`src/rtl/mem_access.sv`:
```
// Memory-access stage: aligns loads/stores onto a 32-bit valid/ready bus,
// extends load data for write-back and stalls upstream while busy.
module mem_access (
    input  logic        clock,
    input  logic        reset,
    input  logic [31:0] alu_result,
    input  logic [31:0] reg2_data,
    input  logic        memory_read_enable,
    input  logic        memory_write_enable,
    input  logic [2:0]  funct3,
    output logic        bus_valid,
    input  logic        bus_ready,
    output logic [31:0] bus_address,
    output logic        bus_write,
    output logic [31:0] bus_write_data,
    output logic [3:0]  bus_write_strobe,
    input  logic        bus_rvalid,
    input  logic [31:0] bus_rdata,
    input  logic        bus_bvalid,
    output logic [31:0] memory_read_data,
    output logic        ctrl_stall,
    output logic        done,
    output logic        mem_fault
);

    localparam logic [1:0] IDLE      = 2'd0;
    localparam logic [1:0] REQUEST   = 2'd1;
    localparam logic [1:0] WAIT_RESP = 2'd2;
    localparam logic [1:0] COMPLETE  = 2'd3;

    logic [1:0]  state;
    logic [31:0] addr_q;
    logic [31:0] wdata_q;
    logic [3:0]  strb_q;
    logic [2:0]  f3_q;
    logic        write_q;
    logic [31:0] rdata_q;
    logic        fault_q;

    logic        any_en;
    logic        misaligned;
    logic [31:0] st_data;
    logic [3:0]  st_strb;
    logic [31:0] shifted;
    logic [31:0] ld_ext;

    assign any_en = memory_read_enable | memory_write_enable;

    // funct3[1:0]: 00 byte, 01 half, anything else is treated as a word
    assign misaligned = (funct3[1:0] == 2'b01 && alu_result[0])
                      || (funct3[1] && alu_result[1:0] != 2'b00);

    always_comb begin
        st_strb = 4'b1111;
        st_data = reg2_data;
        case (funct3[1:0])
            2'b00: begin
                st_strb = 4'b0001 << alu_result[1:0];
                st_data = {4{reg2_data[7:0]}};
            end
            2'b01: begin
                st_strb = 4'b0011 << alu_result[1:0];
                st_data = {2{reg2_data[15:0]}};
            end
            default: begin
                st_strb = 4'b1111;
                st_data = reg2_data;
            end
        endcase
    end

    assign shifted = bus_rdata >> {addr_q[1:0], 3'b000};

    always_comb begin
        ld_ext = shifted;
        case (f3_q[1:0])
            2'b00: ld_ext = f3_q[2] ? {24'd0, shifted[7:0]}
                                    : {{24{shifted[7]}}, shifted[7:0]};
            2'b01: ld_ext = f3_q[2] ? {16'd0, shifted[15:0]}
                                    : {{16{shifted[15]}}, shifted[15:0]};
            default: ld_ext = shifted;
        endcase
    end

    always_ff @(posedge clock) begin
        if (reset) begin
            state   <= IDLE;
            addr_q  <= '0;
            wdata_q <= '0;
            strb_q  <= '0;
            f3_q    <= '0;
            write_q <= 1'b0;
            rdata_q <= '0;
            fault_q <= 1'b0;
        end else begin
            fault_q <= 1'b0;
            case (state)
                IDLE: begin
                    if (any_en) begin
                        if (misaligned) begin
                            fault_q <= 1'b1;
                        end else begin
                            addr_q  <= alu_result;
                            wdata_q <= st_data;
                            strb_q  <= st_strb;
                            f3_q    <= funct3;
                            write_q <= memory_write_enable;
                            state   <= REQUEST;
                        end
                    end
                end
                REQUEST: begin
                    if (bus_ready) state <= WAIT_RESP;
                end
                WAIT_RESP: begin
                    // only the response matching the captured direction counts
                    if (write_q ? bus_bvalid : bus_rvalid) begin
                        if (!write_q) rdata_q <= ld_ext;
                        state <= COMPLETE;
                    end
                end
                COMPLETE: state <= IDLE;
                default:  state <= IDLE;
            endcase
        end
    end

    assign bus_valid        = !reset && state == REQUEST;
    assign bus_address      = reset ? 32'd0 : {addr_q[31:2], 2'b00};
    assign bus_write        = !reset && write_q;
    assign bus_write_data   = reset ? 32'd0 : wdata_q;
    assign bus_write_strobe = reset ? 4'd0 : strb_q;
    assign memory_read_data = reset ? 32'd0 : rdata_q;
    assign done             = !reset && state == COMPLETE;
    assign mem_fault        = !reset && fault_q;
    assign ctrl_stall       = !reset
                            && ((state == IDLE && any_en && !misaligned)
                            || state == REQUEST || state == WAIT_RESP);

endmodule

```
`config.mk`:
```
export PLATFORM = sky130hd
export DESIGN_NAME = mem_access
export DESIGN_NICKNAME = d
export VERILOG_FILES = /design/src/rtl/mem_access.sv
export SDC_FILE = /design/constraint.sdc
export NUM_CORES = 1
export LEC_CHECK = 0
export BUFFER_PORTS_ARGS = -buffer_cell sky130_fd_sc_hd__buf_2
export CORE_AREA = 4 4 129 131
export CTS_BUF_LIST = sky130_fd_sc_hd__clkbuf_16
export DETAILED_ROUTE_END_ITERATION = 10
export DIE_AREA = 0 0 133 135
export HOLD_SLACK_MARGIN = 0.02
export PLACE_DENSITY = 0.6
export RECOVER_POWER = 25
export SKIP_CTS_REPAIR_TIMING = 1
export SYNTH_ARGS = -nofsm -noshare
export SYNTH_HDL_FRONTEND = slang
export SYNTH_SLANG_ARGS = --single-unit
```
`constraint.sdc`:
```
create_clock -name clock -period 1.9 [get_ports clock]
set_input_delay 0.095 -clock clock [delete_from_list [all_inputs] [get_ports clock]]
set_output_delay 0.095 -clock clock [all_outputs]
set_load 0.02 [all_outputs]
```
Word-level counts from Yosys, hierarchy flattened
Cells that the tools add are included.
W data, S select, Z words.
{ "word_totals": {"ff_bits": 107, "in_bits": 106, "out_inout_bits": 105, "wordCells": 63} }
{ "classes": {"eq_ne": 9, "n_shift": 3, "n_mux": 16, "n_bitwise": 5, "n_reduce_logical": 22} }
{ "op_table": {"columns": ["cell", "count"], "rows": [
  ["$mux W32", 5],
  ["$pmux W32 S2", 2],
  ["$shr A32 B5 Y32", 1],
  ["$logic_and A1 B1 Y1", 9],
  ["$mux W2", 4],
  ["$ne A2 B2 Y1 const B", 4],
  ["$pmux W2 S4", 1],
  ["$pmux W4 S2", 1],
  ["$eq A2 B1 Y1 const B", 3],
  ["$logic_not A2 Y1", 3],
  ["$reduce_and A3 Y1", 2],
  ["$eq A2 B2 Y1 const B", 2],
  ["$mux W4", 1],
  ["$not A1 Y1", 4],
  ["$reduce_and A4 Y1", 1],
  ["$shl A1 B2 Y4 const A", 1],
  ["$shl A2 B2 Y4 const A", 1],
  ["$logic_or A1 B1 Y1", 3],
  ["$reduce_or A3 Y1", 1],
  ["$logic_not A1 Y1", 2],
  ["$mux W1", 2],
  ["$reduce_bool A2 Y1", 1],
  ["$or A1 B1 Y1", 1]
]} }

Depth between registers and ports, before layout
Gate-level depths: netlist of the first run.
{ "depth": {"depth_word": 8, "mapped_depth": 8, "depth_no_buf": 6} }

Least setup slack after synthesis of the first run
No wires, ideal clock.
{ "synth_timing": {"kind": "register -> output", "from": "reg state[0]", "to": "out ctrl_stall", "t_arrival_ps": 1576, "required_ps": 1805, "slack_ps": 229, "path_stages_with_launch": 8, "n_path_buf": 2, "cell_sequence": "dfxtp_1 inv_1 ha_1 o21ai_1 a21o_1 buf_2 buf_2 a21oi_1"} }
{ "synth_between": {"elab_chain_len": 6, "word_cells_on_any_way": 8, "cone_classes": "eq/ne: 2; reduce/logical: 6"} }
{ "synth_rtl": {"columns": ["element", "line", "source"], "rows": [
  ["start, declared", "31", "logic [1:0] state;"],
  ["start signal, assigned", "87", "state <= IDLE;"],
  ["start signal, assigned", "108", "state <= REQUEST;"],
  ["start signal, assigned", "113", "if (bus_ready) state <= WAIT_RESP;"],
  ["$logic_not A2 Y1", "137", "&& ((state == IDLE && any_en && !misaligned)"],
  ["$logic_and A1 B1 Y1 (2 in series)", "137", null],
  ["$logic_or A1 B1 Y1", "138", "|| state == REQUEST || state == WAIT_RESP);"],
  ["$logic_or A1 B1 Y1 (*)", "138", null],
  ["$logic_and A1 B1 Y1 (*)", "137", null],
  ["end, declared", "21", "output logic ctrl_stall,"]
]} }
Mark *: on every way between the ends. The rest lies on a longest branch, timed or not.

Worst setup path in the final report of the first run
{ "layout_timing": {"from": "reg addr_q[1]", "to": "reg rdata_q[26]"} }
{ "layout_between": {"elab_chain_len": 3, "word_cells_on_any_way": 4, "cone_classes": "shift: 1; mux: 3"} }
{ "layout_rtl": {"columns": ["element", "line", "source"], "rows": [
  ["start, declared", "32", "logic [31:0] addr_q;"],
  ["start signal, assigned", "103", "addr_q <= alu_result;"],
  ["$shr A32 B5 Y32 (*)", "72", "assign shifted = bus_rdata >> {addr_q[1:0], 3'b000};"],
  ["$mux W32, on equally long branches", "79, 77", null],
  ["$pmux W32 S2 (*)", "76", "case (f3_q[1:0])"],
  ["end signal, assigned", "118", "if (!write_q) rdata_q <= ld_ext;"],
  ["end, declared", "37", "logic [31:0] rdata_q;"]
]} }
Marked as above.
A chain may end at the register's enable or synchronous reset.

==> results of run 1 <==
[metal layers]
layer / vias to the layer above / global-route usage / share of wire
li1: 2572 / - / -
met1: 2314 / 0.225 / 0.44
met2: 180 / 0.272 / 0.47
met3: 23 / 0.0492 / 0.074
met4: 2 / 0.0635 / 0.018
met5: - / 0 / 0.0010
[cells by family (layout without fill, tap and decap cells)]
group	count (synthesis)	in the layout	synth area share
AND/OR/NAND/NOR	220	220	0.211
buffers and inverters	64	286	0.0635
AO/OA/AOI/OAI	171	171	0.226
other	1	4	0.000702
adder cells (fa/ha/maj)	4	4	0.00937
multiplexers	44	44	0.0890
flip-flops	107	107	0.401
[worst max-delay path by stage]
| stage | start | endpoint | slack (ps) | depth (start not counted) |
|---|---|---|---|---|
| after floorplan | state[0] | ctrl_stall | 230 | 7 |
| after global placement | addr_q[1] | rdata_q[28] | 200 | 3 |
| after detailed placement | state[0] | wdata_q[27] | 160 | 7 |
| after CTS | state[0] | ctrl_stall | -90 | 6 |
| after global routing | state[0] | ctrl_stall | 20 | 6 |
| final | addr_q[1] | rdata_q[26] | 130 | 3 |
[sequential cells by signal, indices dropped and copies added (netlist names)]
signal,count
wdata_q,32
rdata_q,32
write_q,1
state,2
addr_q,32
fault_q,1
strb_q,4
f3_q,3
[area by class of cell]
cell class                      count  area, sq um  share of cell area
Antenna cell                        2         5.00            0.000697
Clock buffer                        9          225              0.0314
Clock inverter                      7         75.1              0.0105
Inverter                            6         22.5             0.00314
Multi-Input combinational cell    441         2890               0.402
Sequential cell                   107         2140               0.298
Tap cell                          216          270              0.0376
Timing Repair Buffer              264         1560               0.217
[where the power goes]
part | switching (uW) | internal, uW | total (uW)
sequential | 208 | 2810 | 3020
clock | 894 | 1030 | 1930
combinational | 1730 | 1290 | 3020
[cells in the mapped netlist, types with 9 or more instances]
master and instances:
a211oi_1 16, a21oi_1 58, buf_2 13, buf_6 9, clkbuf_1 28, dfxtp_1 107, mux2i_1 34, nand2_1 61
nor2_1 36, nor2b_1 106, nor3_1 10, o211ai_1 16, o21ai_0 12, o22a_1 39
[worst max-delay path, cell delays in order (launching register included)]
cell and delay, ps:
dfxtp_1 450, mux4_2 560, o211ai_4 430, a211oi_1 150
[per-stage QoR]
step	utilization	setup TNS, ps	cells	worst slack (ps)
after floorplan	-	0	612	229
after global placement	0.422	0	999	198
after detailed placement	0.422	0	999	164
after CTS	0.442	-87.4	1015	-87.4
after global routing	0.460	0	1052	15.7
final	0.460	0	1052	135
==> key figures, run 1 <==
Status
  • Outcome: finished clean

Synth
  • Synthesized area: 5340 sq um
  • Synth Flop Type: dfxtp_1
  • Synth top area share: 0.401
  • Synth Area per Inst: 8.74 sq um
  • Unique masters post-synth: 38
  • Seq cells post-synth: 107
  • Sequential-to-total area share from yosys stat: 0.401
  • Synth async-reset ratio: 0
  • Synth top area cells: dfxtp_1 (40%), nor2b_1 (12%), o22a_1 (6.4%), mux2i_1 (6.4%), a21oi_1 (5.4%)
  • Cells after Synth: 611
  • Dominant cell type by area after synthesis: dfxtp_1
  • EDFF count, synth: 0
  • Synth warn: 0

Die
  • Total die area: 18000 sq um
  • Horiz. Die Dim: 133 um
  • Rows: 46
  • Area of the core: 15600 sq um
  • Die Ht: 135 um
  • Initial Util: 0.342
  • Top Ports: 211

Flow run
  • Max-cap violations: 0

Hold path
  • Hold depth: 3
  • Worst Hold Path EP: wdata_q[8]
  • Worst hold path type: in -> reg
  • Hold Crit Start: reg2_data[8]

Pwr
  • Total power: 7960 uW
  • Leakage: 0.00309 uW
  • Pwr dens: 1110 nW/um^2
  • Max IR drop VDD: 0.497 mV

CTS
  • Clock latency on the worst-skew pair: 350 ps
  • CTS tree: yes
  • Htree depth: 3
  • Clock tree sinks: 107
  • Clk root buf: clkbuf_16
  • Clk buf depth: 2
  • Clk slew on worst S/H paths: 80 ps
  • Num CTS Buffers: 9

Setup path
  • R2r worst-path depth: 3
  • Worst-path fanout max: 16
  • CP required: 2090 ps
  • Setup Crit Path Kind: reg -> reg
  • Worst r2r src: addr_q[1]
  • Crit start category: flop
  • Worst EP arrival: 1950 ps
  • R2R Path End: rdata_q[26]
  • Setup crit end kind: flop
  • Reg2reg setup slack: 130 ps

STA
  • Max-slew headroom: 0.272
  • Post-route clock period utilization: 0.929
  • Final hold violations: 0
  • Final setup viols: 0
  • Clock Skew: 11.7 ps
  • Slew at the pin with the worst max-slew slack: 1090 ps
  • Max-slew violation count: 0
  • Fmax: 0.567 GHz
  • Tmin final: 1770 ps
  • RSZ-0062 raised after global routing: no
  • Minimum hold slack: 21.0 ps

Finish
  • Layout cell share with drive strength beyond 1: 0.261
  • Commonest non-fill, non-tap cells in the layout: buf_2 (159), dfxtp_1 (107), nor2b_1 (106)
  • Post-route design area: 7180 sq um
  • Commonest non-fill, non-tap cell in the layout: buf_2
  • Area delta synth->final: 34.5%
  • Fin nets: 939
  • Fillers: 1588

Global routing
  • GR Util All Layers: 0.172
  • Vias in the first global route: 4723
  • Largest net degree at the start of global routing: 49
  • Global-route wire length before repair: 25100 um
  • Total grt overflow: 0
  • Antenna violations before repair: 3

Placement
  • GP Congestion: 0.791
  • Placed instance area: 6590 sq um
  • Buffers on Ports: 208
  • DP HPWL: 11700 um

Routing
  • DRT antenna net count: 0
  • DRC violations left: 0
  • Drt total wl: 16400 um
  • Wire per inst: 15.6 um
  • Vias per cell: 4.84
  • Pre-antenna DRT Iters: 4
  • Vias: 5091
  • 1st-iter DRT viols: 239
(Power assumes the default switching activity.)
==> run 2: changes to the inputs <==
--- a/config.mk
+++ b/config.mk
@@ -11,7 +11,7 @@
 export DETAILED_ROUTE_END_ITERATION = 10
 export DIE_AREA = 0 0 133 135
 export HOLD_SLACK_MARGIN = 0.02
-export PLACE_DENSITY = 0.6
+export PLACE_DENSITY = 0.67
 export RECOVER_POWER = 25
 export SKIP_CTS_REPAIR_TIMING = 1
 export SYNTH_ARGS = -nofsm -noshare
==> run 2 against run 1 <==
Effect of this change: wire length fell by 0.71%; power fell by 1.9%; die area did not move; hold slack got worse by 4.7 ps; clock-buffer cell count did not move; via count rose by 1.3%; final area fell by 0.98%.
==> key figures, run 2 (synthesis results as in run 1) <==
Routing
  • Wire per inst: 15.6 um (-0.14%)
  • DRC violations left: 0 (unchanged)
  • Vias per cell: 4.93 (+1.8%)
  • Vias: 5155 (+1.3%)
  • Pre-antenna DRT Iters: 4 (unchanged)
  • DRT antenna net count: 0 (unchanged)
  • 1st-iter DRT viols: 323 (+35%)
  • Drt total wl: 16300 um (-0.71%)

STA
  • Final hold violations: 0 (unchanged)
  • Tmin final: 1830 ps (+62.0 ps)
  • Post-route clock period utilization: 0.962 (+0.0326)
  • Max-slew headroom: 0.544 (+0.273)
  • Fmax: 0.547 GHz (-3.4%)
  • Max-slew violation count: 0 (unchanged)
  • Total negative slack: 0 ps (unchanged)
  • Clock Skew: 6.32 ps (-5.43 ps)
  • Slew at the pin with the worst max-slew slack: 683 ps (-409 ps)
  • Final setup viols: 0 (unchanged)

Hold path
  • Hold depth: 3 (unchanged)
  • Worst hold path type: in -> reg

Setup path
  • R2r worst-path depth: 7 (+4)
  • Setup Crit Path Kind: reg -> out
  • Critical-path top delay cell: dfxtp_1
  • Worst path max stage delay: 340 ps (-220 ps)
  • CP required: 1800 ps (-290 ps)
  • Worst-path fanout max: 9 (-7)
  • Cell depth of the worst setup path: 6 (+3)
  • Critical path cell sequence: inv_1, ha_1, o21ai_1, a21o_4, a21oi_1, clkbuf_4
  • Crit start category: flop
  • Largest delay share family, worst path: compound AO/OA/AOI/OAI gates
  • Setup crit end kind: output port
  • Worst EP arrival: 1730 ps (-220 ps)
  • Buffer and inverter count on the worst path: 2 (+2)

Pwr
  • Max IR drop VDD: 0.568 mV (+14%)
  • Total power: 7810 uW (-1.9%)
  • Pwr dens: 1100 nW/um^2 (-0.93%)
  • Leakage: 0.00305 uW (-1.1%)

CTS
  • Clk root buf: clkbuf_16
  • Clock latency on the worst-skew pair: 350 ps (about the same)
  • CTS tree: yes
  • Clk slew on worst S/H paths: 70 ps (about the same)
  • Clk buf depth: 2 (unchanged)
  • Num CTS Buffers: 9 (unchanged)
  • Htree depth: 3 (unchanged)
  • Clock tree sinks: 107 (unchanged)

Finish
  • Largest regs: addr_q x32, rdata_q x32, wdata_q x32
  • Layout cell share with drive strength beyond 1: 0.257 (-0.00445)
  • Layout Cells excl Fill: 1046 (-0.57%)
  • Fin nets: 935 (-0.43%)
  • Area delta synth->final: 33.1%
  • Commonest non-fill, non-tap cell in the layout: buf_2
  • Commonest non-fill, non-tap cells in the layout: buf_2 (157), dfxtp_1 (107), nor2b_1 (106)

Placement
  • DP HPWL: 11600 um (-1.4%)
  • GP Congestion: 0.859 (+8.5%)
  • Placed cell count: 999 (unchanged)
  • Buffers on Ports: 208 (unchanged)

Global routing
  • Global-route wire length before repair: 24800 um (-1.1%)
  • Vias in the first global route: 4843 (+2.5%)
  • Largest net degree at the start of global routing: 65 (+33%)
  • Antenna violations before repair: 3 (unchanged)
  • GR Util All Layers: 0.170 (-0.00199)
  • Total grt overflow: 0 (unchanged)

Die
  • Area of the core: 15600 sq um (unchanged)
  • Horiz. Die Dim: 133 um (unchanged)
  • Initial Util: 0.342 (unchanged)
  • Total die area: 18000 sq um (unchanged)
  • Die Ht: 135 um (unchanged)
  • Rows: 46 (unchanged)
  • Top Ports: 211 (unchanged)

Status
  • Outcome: finished clean

Flow run
  • Max-cap violations: 0 (unchanged)
## run 2: layer usage
metal / vias up / wire [um] / track usage
met3: 39 / 856 / 0.0469
met4: 4 / 491 / 0.0837
li1: 2556 / - / -
met1: 2413 / 7050 / 0.213
met5: - / 27 / 0
met2: 143 / 7850 / 0.271
## run 2: metrics by stage
step | hold slack (ps) | instance area, sq um | utilization | setup slack [ps]
global route | 21.1 | 7110 | 0.456 | -3.93
global placement | 322 | 6600 | 0.423 | 255
floorplan | 231 | 5350 | - | 229
finish | 16.3 | 7110 | 0.456 | 72.8
detailed placement | 324 | 6600 | 0.423 | 217
CTS | -56.3 | 6880 | 0.441 | 18.6
## run 2: worst paths after layout
kind	start	endpoint	slack, ps
max	state[1]	ctrl_stall	70
min	funct3[2]	f3_q[2]	20
max reg2reg	state[1]	addr_q[24]	200
min reg2reg	rdata_q[2]	rdata_q[2]	450
## run 2: report_power, final
group	switching, uW	internal, uW
combinational	1730	1270
sequential	210	2810
clock	889	899
## run 2: final cells by class
class	count	area, sq um
diodes	1	2.50
inverters	6	22.5
well taps	216	270
fillers	1556	8490
multi-input cells	441	2880
flip-flops and latches	107	2140
clock inverters	6	52.6
repair buffers	260	1520
clock buffers	9	225
## run 2: tightest hold or removal path, delay by kind of cell
family | cells | cell delay (ps)
buf+inv | 1 | 120
simple gates | 1 | 50
compound gates | 1 | 50
